## src/rtl/sevseg_scan_sequencer.sv

```systemverilog
`timescale 1ns / 1ps
// -----------------------------------------------------------------------------
// sevseg_scan_sequencer
//
// Time-multiplexing scan controller for an eight-digit seven-segment display.
// It walks the enabled digits in ascending index order. For each digit it
// drives one active-low anode together with that digit's 4-bit value for a
// programmable dwell time. An optional all-off blanking gap follows each
// digit. Leading-zero suppression can hide high-order zero digits. A
// one-cycle frame-done strobe marks the end of each frame.
//
// All configuration is sampled into shadow registers only at frame start.
// Frame start is the IDLE->DRIVE transition or a frame wrap. Register writes
// arriving mid-frame therefore never tear the frame currently on the glass.
//
// Ports
//   i_clk         clock
//   i_rst         synchronous, active-high reset
//   i_run         1 = scanning enabled
//   i_enables     per-digit enable, 1 = digit may be lit
//   i_digits      digit k value is i_digits[4k+3:4k]
//   i_lzs         leading-zero suppression enable
//   i_dwell       cycles each digit is driven (0 behaves as 1)
//   i_blank       all-off cycles after each digit
//   o_an          anode select, active-low, at most one bit low
//   o_nibble      value of the digit currently (or last) driven
//   o_digit_idx   index of the digit currently (or last) driven
//   o_frame_done  one-cycle pulse at frame end
// -----------------------------------------------------------------------------
module sevseg_scan_sequencer #(
    parameter int N_DIGITS = 8,
    parameter int DWELL_W  = 20,
    parameter int BLANK_W  = 8
) (
    input  logic                        i_clk,
    input  logic                        i_rst,
    input  logic                        i_run,
    input  logic [N_DIGITS-1:0]         i_enables,
    input  logic [4*N_DIGITS-1:0]       i_digits,
    input  logic                        i_lzs,
    input  logic [DWELL_W-1:0]          i_dwell,
    input  logic [BLANK_W-1:0]          i_blank,
    output logic [N_DIGITS-1:0]         o_an,
    output logic [3:0]                  o_nibble,
    output logic [$clog2(N_DIGITS)-1:0] o_digit_idx,
    output logic                        o_frame_done
);

    localparam int IDX_W = $clog2(N_DIGITS);
    // One shared down-counter serves both the dwell and the blank phases.
    localparam int CNT_W = (DWELL_W > BLANK_W) ? DWELL_W : BLANK_W;

    localparam logic [1:0] ST_IDLE  = 2'd0;
    localparam logic [1:0] ST_DRIVE = 2'd1;
    localparam logic [1:0] ST_BLANK = 2'd2;

    // -------------------------------------------------------------------------
    // Helper functions
    // -------------------------------------------------------------------------

    // Effective digit mask: enabled and not suppressed. A digit is suppressed
    // only when suppression is on, it is not digit 0, and it and every digit
    // above it hold zero.
    function automatic logic [N_DIGITS-1:0] eff_mask(
        input logic [N_DIGITS-1:0]   en,
        input logic [4*N_DIGITS-1:0] digits,
        input logic                  lzs
    );
        logic [N_DIGITS-1:0] eff;
        logic                tail_zero;
        tail_zero = 1'b1;
        for (int k = N_DIGITS - 1; k >= 0; k--) begin
            tail_zero = tail_zero & (digits[4*k +: 4] == 4'd0);
            eff[k]    = en[k] & ~(lzs & tail_zero & (k != 0));
        end
        return eff;
    endfunction

    // Index of the lowest set bit; 0 when the mask is empty. Callers always
    // qualify the result with a nonzero check.
    function automatic logic [IDX_W-1:0] lowest_set(input logic [N_DIGITS-1:0] m);
        logic [IDX_W-1:0] r;
        r = '0;
        for (int k = N_DIGITS - 1; k >= 0; k--) begin
            if (m[k]) begin
                r = IDX_W'(k);
            end
        end
        return r;
    endfunction

    // Bits of m strictly above position idx.
    function automatic logic [N_DIGITS-1:0] above(
        input logic [N_DIGITS-1:0] m,
        input logic [IDX_W-1:0]    idx
    );
        logic [N_DIGITS-1:0] r;
        for (int k = 0; k < N_DIGITS; k++) begin
            r[k] = m[k] & (k > int'(idx));
        end
        return r;
    endfunction

    function automatic logic [N_DIGITS-1:0] anode_for(input logic [IDX_W-1:0] idx);
        logic [N_DIGITS-1:0] an;
        an      = '1;
        an[idx] = 1'b0;
        return an;
    endfunction

    function automatic logic [3:0] nibble_at(
        input logic [4*N_DIGITS-1:0] digits,
        input logic [IDX_W-1:0]      idx
    );
        logic [3:0] r;
        r = 4'd0;
        for (int k = 0; k < N_DIGITS; k++) begin
            if (k == int'(idx)) begin
                r = digits[4*k +: 4];
            end
        end
        return r;
    endfunction

    // The counter holds "cycles remaining after this one". A phase of n
    // cycles therefore loads n-1, and the phase ends on the cycle where the
    // counter reads zero. A dwell of 0 is treated as 1.
    function automatic logic [CNT_W-1:0] dwell_load(input logic [DWELL_W-1:0] dwell);
        return (dwell == '0) ? '0 : CNT_W'(dwell) - CNT_W'(1);
    endfunction

    // -------------------------------------------------------------------------
    // State and shadow registers
    // -------------------------------------------------------------------------
    logic [1:0]            state;
    logic [CNT_W-1:0]      cnt;
    logic [N_DIGITS-1:0]   sh_enables;
    logic [4*N_DIGITS-1:0] sh_digits;
    logic                  sh_lzs;
    logic [DWELL_W-1:0]    sh_dwell;
    logic [BLANK_W-1:0]    sh_blank;

    // -------------------------------------------------------------------------
    // Mask evaluation
    // -------------------------------------------------------------------------
    logic [N_DIGITS-1:0] live_eff;     // mask of the values that would be latched
    logic [IDX_W-1:0]    live_first;
    logic [N_DIGITS-1:0] sh_eff;       // mask of the frame in progress
    logic [N_DIGITS-1:0] sh_higher;    // remaining digits of this frame
    logic [IDX_W-1:0]    sh_next;

    assign live_eff   = eff_mask(i_enables, i_digits, i_lzs);
    assign live_first = lowest_set(live_eff);
    assign sh_eff     = eff_mask(sh_enables, sh_digits, sh_lzs);
    assign sh_higher  = above(sh_eff, o_digit_idx);
    assign sh_next    = lowest_set(sh_higher);

    // -------------------------------------------------------------------------
    // Next-state logic
    // -------------------------------------------------------------------------
    logic [1:0]          state_d;
    logic [CNT_W-1:0]    cnt_d;
    logic [N_DIGITS-1:0] an_d;
    logic [3:0]          nibble_d;
    logic [IDX_W-1:0]    idx_d;
    logic                frame_done_d;
    logic                slot_end;      // last cycle of a digit's slot
    logic                start_live;    // start a frame from the live inputs
    logic                start_shadow;  // advance within the current frame
    logic                relatch;       // capture live inputs into the shadows

    always_comb begin
        // NOTE: every signal driven here gets a default first, so no path
        // leaves a value unassigned and no latch is inferred.
        state_d      = state;
        cnt_d        = cnt;
        an_d         = o_an;
        nibble_d     = o_nibble;
        idx_d        = o_digit_idx;
        frame_done_d = 1'b0;
        slot_end     = 1'b0;
        start_live   = 1'b0;
        start_shadow = 1'b0;
        relatch      = 1'b0;

        case (state)
            ST_IDLE: begin
                an_d = '1;
                if (i_run && (live_eff != '0)) begin
                    start_live = 1'b1;
                end
            end

            ST_DRIVE: begin
                if (cnt != '0) begin
                    cnt_d = cnt - CNT_W'(1);
                end else if (sh_blank != '0) begin
                    state_d = ST_BLANK;
                    an_d    = '1;
                    cnt_d   = CNT_W'(sh_blank) - CNT_W'(1);
                end else begin
                    slot_end = 1'b1;
                end
            end

            ST_BLANK: begin
                if (cnt != '0) begin
                    cnt_d = cnt - CNT_W'(1);
                end else begin
                    slot_end = 1'b1;
                end
            end

            default: begin
                state_d = ST_IDLE;
                an_d    = '1;
            end
        endcase

        if (slot_end) begin
            if (!i_run) begin
                // Stop after this digit. The strobe fires only when this
                // digit also closed the frame.
                state_d      = ST_IDLE;
                an_d         = '1;
                frame_done_d = (sh_higher == '0);
            end else if (sh_higher != '0) begin
                start_shadow = 1'b1;
            end else begin
                // Frame wrap: the strobe lines up with the first cycle of
                // whatever follows. The new configuration is sampled here.
                frame_done_d = 1'b1;
                relatch      = 1'b1;
                if (live_eff != '0) begin
                    start_live = 1'b1;
                end else begin
                    state_d = ST_IDLE;
                    an_d    = '1;
                end
            end
        end

        if (start_live) begin
            state_d  = ST_DRIVE;
            idx_d    = live_first;
            an_d     = anode_for(live_first);
            nibble_d = nibble_at(i_digits, live_first);
            cnt_d    = dwell_load(i_dwell);
        end

        if (start_shadow) begin
            state_d  = ST_DRIVE;
            idx_d    = sh_next;
            an_d     = anode_for(sh_next);
            nibble_d = nibble_at(sh_digits, sh_next);
            cnt_d    = dwell_load(sh_dwell);
        end
    end

    // -------------------------------------------------------------------------
    // Registers
    // -------------------------------------------------------------------------
    // NOTE: sequential state uses non-blocking assignments only, so every
    // register samples values from before the edge.
    always_ff @(posedge i_clk) begin
        if (i_rst) begin
            state        <= ST_IDLE;
            cnt          <= '0;
            sh_enables   <= '0;
            sh_digits    <= '0;
            sh_lzs       <= 1'b0;
            sh_dwell     <= '0;
            sh_blank     <= '0;
            o_an         <= '1;
            o_nibble     <= 4'd0;
            o_digit_idx  <= '0;
            o_frame_done <= 1'b0;
        end else begin
            state        <= state_d;
            cnt          <= cnt_d;
            o_an         <= an_d;
            o_nibble     <= nibble_d;
            o_digit_idx  <= idx_d;
            o_frame_done <= frame_done_d;
            if (start_live || relatch) begin
                sh_enables <= i_enables;
                sh_digits  <= i_digits;
                sh_lzs     <= i_lzs;
                sh_dwell   <= i_dwell;
                sh_blank   <= i_blank;
            end
        end
    end

endmodule
```

## config.mk

```make
export PLATFORM = sky130hd
export DESIGN_NAME = sevseg_scan_sequencer
export DESIGN_NICKNAME = d
export VERILOG_FILES = /design/src/rtl/sevseg_scan_sequencer.sv
export SDC_FILE = /design/constraint.sdc
export NUM_CORES = 1
export LEC_CHECK = 0
export ABC_AREA = 1
export BUFFER_PORTS_ARGS = -buffer_cell sky130_fd_sc_hd__buf_2
export CAP_MARGIN = 20
export CORE_UTILIZATION = 64
export DETAILED_ROUTE_END_ITERATION = 7
export PLACE_DENSITY = 0.87
export REMOVE_ABC_BUFFERS = 1
export SYNTH_ARGS = -nofsm -noshare
export SYNTH_HDL_FRONTEND = slang
export SYNTH_SLANG_ARGS = --single-unit
```

## constraint.sdc

```tcl
create_clock -name i_clk -period 5.51 [get_ports i_clk]
set_input_delay 0.2755 -clock i_clk [delete_from_list [all_inputs] [get_ports i_clk]]
set_output_delay 0.2755 -clock i_clk [all_outputs]
set_load 0.03 [all_outputs]
```

==> summary.md <==
| Metric | Value |
|---|---|
| Kind of end point of the critical path | flop |
| Worst Hold Margin | 0.108 ns |
| Filler Cell Count | slightly below 1000 |
| Share of the synthesized area in the top cell type | 0.295 |
| Reg-to-reg startpoint | sh_digits[22] |
| Dominant cells by area after synthesis | dfxtp_1 30%, o21ai_0 11%, nor2_1 10%, nand2_1 9.2%, inv_1 7.3% |
| Max-cap violations | 0 |
| Flop2flop setup slack | ~1.8 ns |
| Die area | 11700 µm² |
| CP arrival | 4.02 ns |
| Maximum buffer depth of the clock tree | 2 |
| Drt pass-1 iters | 6 |
| Cells after DPL | 1345 |
| Sink Count | 106 |
| Sum of negative setup slack | 0 ns |
| Number of DRC violations after detailed-routing iteration 0 | 943 |
| Clock root cell | clkbuf_8 |
| Pin count of the biggest net entering global routing | 71 |
| Total of cells resized after clock tree synthesis | 0 |
| Post-synthesis instance area | 7190 µm² |
| Area growth syn-to-layout | 9.27% |
| Fraction of registers with async set or reset after synthesis | 0 |
| Peak supply drop | 0.000243 V |
| Wire length of the first global-routing pass | 33500 µm |
| Final design area excluding fillers | 7860 µm² |
| Leak Pwr | roughly 3.6 nW |
| Number of global-route vias before repair | just under 7000 |
| Average instance area after synthesis | 6.20 µm² |
| DRC violation count after routing | 0 |
| Y dimension of the die | 108 µm |
| Number of cells on the worst reg-to-reg path | 14 |
| Min-delay worst type | in2reg |
| TritonCTS clock tree | yes |
| Sequential cell area in the final layout | 2120 µm² |
| Proportion of layout cells with a drive suffix above 1 | 0.110 |
| Upper clock frequency limit | ~270 MHz |
| Hold Path Sink | sh_blank[7] |
| Cts hold-fix bufs | 0 |
| Number of distinct standard cells referenced by the synthesized netlist | 45 |
| Seq cells post-synth | 106 |
| Count of standard-cell rows | 38 |
| Overflow left after global routing | 0 |
| Primary flip-flop cell chosen by synthesis mapping | dfxtp_1 |
| Starting density of the core | 0.660 |
| Relative slew slack | 0.307 |
| Final period utilization | 0.675 |
| Delay contributed by the slowest stage of the critical path | 0.77 ns |
| Pins over their slew limit | 0 |
| Post-detailed-route via-to-cell ratio | 5.77 |
| Vias post-DR | a little under 8000 |
| Final nets | 1297 |
| Cells after synthesis | 1159 |
| Count of flip-flops with a built-in enable after synthesis | 0 |
| Detailed-placement wirelength estimate | about 16000 µm |
| Synth area leader | dfxtp_1 |
| Count of buffers inserted at the top-level ports | 87 |
| Sequential cell area fraction in the yosys report | 0.295 |
| Area of combinational cells with multiple inputs | 4310 µm² |
| Clk slew on worst S/H paths | roughly 0.1 ns |
| Cell count of the worst hold path | 3 |
| CP Cell Sequence | nor2_1, nand2_1, nor2_1, nand4_2, o21ai_4, nand3_4, nor2_2, nor2_2, nor2_8, nor2_2, nand2_1, o21ai_0, a21oi_1, nor2_1 |
| Synth Warn # | 0 |
| Area of the placeable core | approximately 11000 µm² |
| Total Routing Usage GR | 0.370 |
| Time the final worst path needs with I/O delays and setup | 3.72 ns |
| Max Fanout on Critical Path | 40 |
| Critical Path RT | just under 6 ns |
| Critical setup path kind | reg2reg |
| Element type at the critical path start | flop |
| Total Routed Length | between 20000 and 25000 µm |
| Worst hold start | i_blank[7] |
| Max Clock Skew | 0.0188 ns |
| Routed wirelength normalized by instance count | about 15 µm |
| Routability congestion estimate from global placement | 0.963 |
| Pin slew with the least headroom to its limit | 1.04 ns |
| Endpoint of the lowest-slack register-to-register path | cnt[4] |
| Status | complete, no violations |
| CP max-delay cell | nand2_1 |
| Post-Route Utilization | 0.722 |
| Residual antenna-violating net count after detailed routing | 0 |
| Final cell count without fillers | 1361 |
| Number of endpoints with negative hold slack in the final report | 0 |
| Num CTS Buffers | 9 |
| Top-level port count | 88 |
| Die extent in x | 108 µm |
| Clock insertion delay at the later pin of the skew report | 0.41 ns |
| Setup bufs post-CTS | 0 |
| Power per standard cell area | 273 nW/µm² |
| Antenna violations before repair | 0 |
| Final setup viols | 0 |
| Ant. Diodes | 0 |
| Placed standard-cell area | 7610 µm² |
| Max H-tree Level | 3 |
| Setup repair after global routing missed its margin | no |
stage by stage:
step / power [W] / worst slack, ns
finish: 0.00215 / 1.79
global route: 0.00226 / 1.45
CTS: 0.00213 / 1.92
detailed placement: 0.00153 / 1.93
global placement: 0.00152 / 2.09
floorplan: 0.00134 / 2.21
flip-flops by register name, summed over array words and instances, names as in the netlist, 3 cells and up:
register     count
sh_digits       32
o_nibble         4
cnt             20
o_digit_idx      3
sh_blank         8
sh_enables       7
sh_dwell        20
o_an             8
placed cells by master, fill, tap and decap left out, drive strengths merged, types with 2 or more instances in the layout:
master / synthesis / routed
nand2: 180 / 180
nand3: 73 / 73
o22ai: 4 / 4
a31oi: 6 / 6
nor3: 28 / 28
buf: 23 / 90
nor4: 8 / 8
ha: 9 / 9
nand4: 26 / 26
a211oi: 2 / 2
dfxtp: 106 / 106
o211ai: 5 / 5
nand3b: 2 / 2
mux2i: 3 / 3
o21ai: 162 / 162
nor2: 207 / 207
clkinv: 2 / 3
or2: 3 / 3
o31ai: 2 / 2
xnor2: 13 / 13
xor2: 33 / 33
clkbuf: 21 / 9
bufinv: 0 / 3
a21oi: 90 / 90
inv: 143 / 146
cell families after synthesis:
kind of cell               share of synthesized area
xor gates and xnor gates                      0.0560
buffers and inverters                          0.106
and+or+nand+nor                                0.324
muxes                                        0.00418
AOI/OAI and AO/OA                              0.199
adders and majority gates                     0.0157
DFF                                            0.295
worst max-delay path by stage:
stage	startpoint	to	slack [ns]	cells past startpoint
2_1_floorplan	o_digit_idx[2]	sh_blank[0]	2.21	14
3_3_place_gp	i_digits[24]	cnt[6]	2.09	17
3_5_place_dp	state[0]	cnt[19]	1.93	12
4_1_cts	state[0]	cnt[19]	1.92	12
5_1_grt	state[0]	cnt[0]	1.45	12
6_report	sh_digits[22]	cnt[4]	1.79	14
worst max-delay path, delay by kind of cell (launching register included):
kind | cells | cell delay [ns]
AND/OR/NAND/NOR | 11 | 2.49
AO/OA/AOI/OAI | 3 | 0.78
flip-flops | 1 | 0.34
metal layers:
layer / GRT usage / routed length (µm) / vias up
met5: 0 / 0 / -
met4: 0.0910 / 431 / 0
met3: 0.107 / 2350 / 43
met2: 0.537 / 8660 / 402
met1: 0.533 / 9510 / 3491
li1: - / - / 3921
cell usage after synthesis, types with 2 or more instances:
master and count:
nor2_1 198, nand2_1 176, o21ai_0 152, inv_1 139, dfxtp_1 106, a21oi_1 90
nand3_1 70, xor2_1 33, nor3_1 28, nand4_1 25, clkbuf_1 20, buf_2 17
xnor2_1 13, ha_1 9, o21ai_1 9, nor4_1 8, nor2_2 7, a31oi_1 6
o211ai_1 5, inv_2 4, nand2_2 4, o22ai_1 4, buf_4 3, buf_6 3
mux2i_1 3, or2_2 3, a211oi_1 2, clkinv_1 2, nand3_2 2, nand3b_1 2
o31ai_1 2
power by group:
part	switching (W)	total, W	internal (W)	leakage (nW)
clock network	0.000298	0.000605	0.000307	0.126
registers	0.0000693	0.000908	0.000838	0.878
logic	0.000424	0.000634	0.000210	2.57
total	0.000791	0.00215	0.00136	3.57
cell type report:
type / count / area share
timing repair buffer: 90 / 0.0583
clock buffer: 9 / 0.0158
inverter: 145 / 0.0693
sequential: 106 / 0.270
multi-input combinational: 864 / 0.549
clock inverter: 7 / 0.0158
tap: 140 / 0.0223
(Power assumes the default switching activity.)
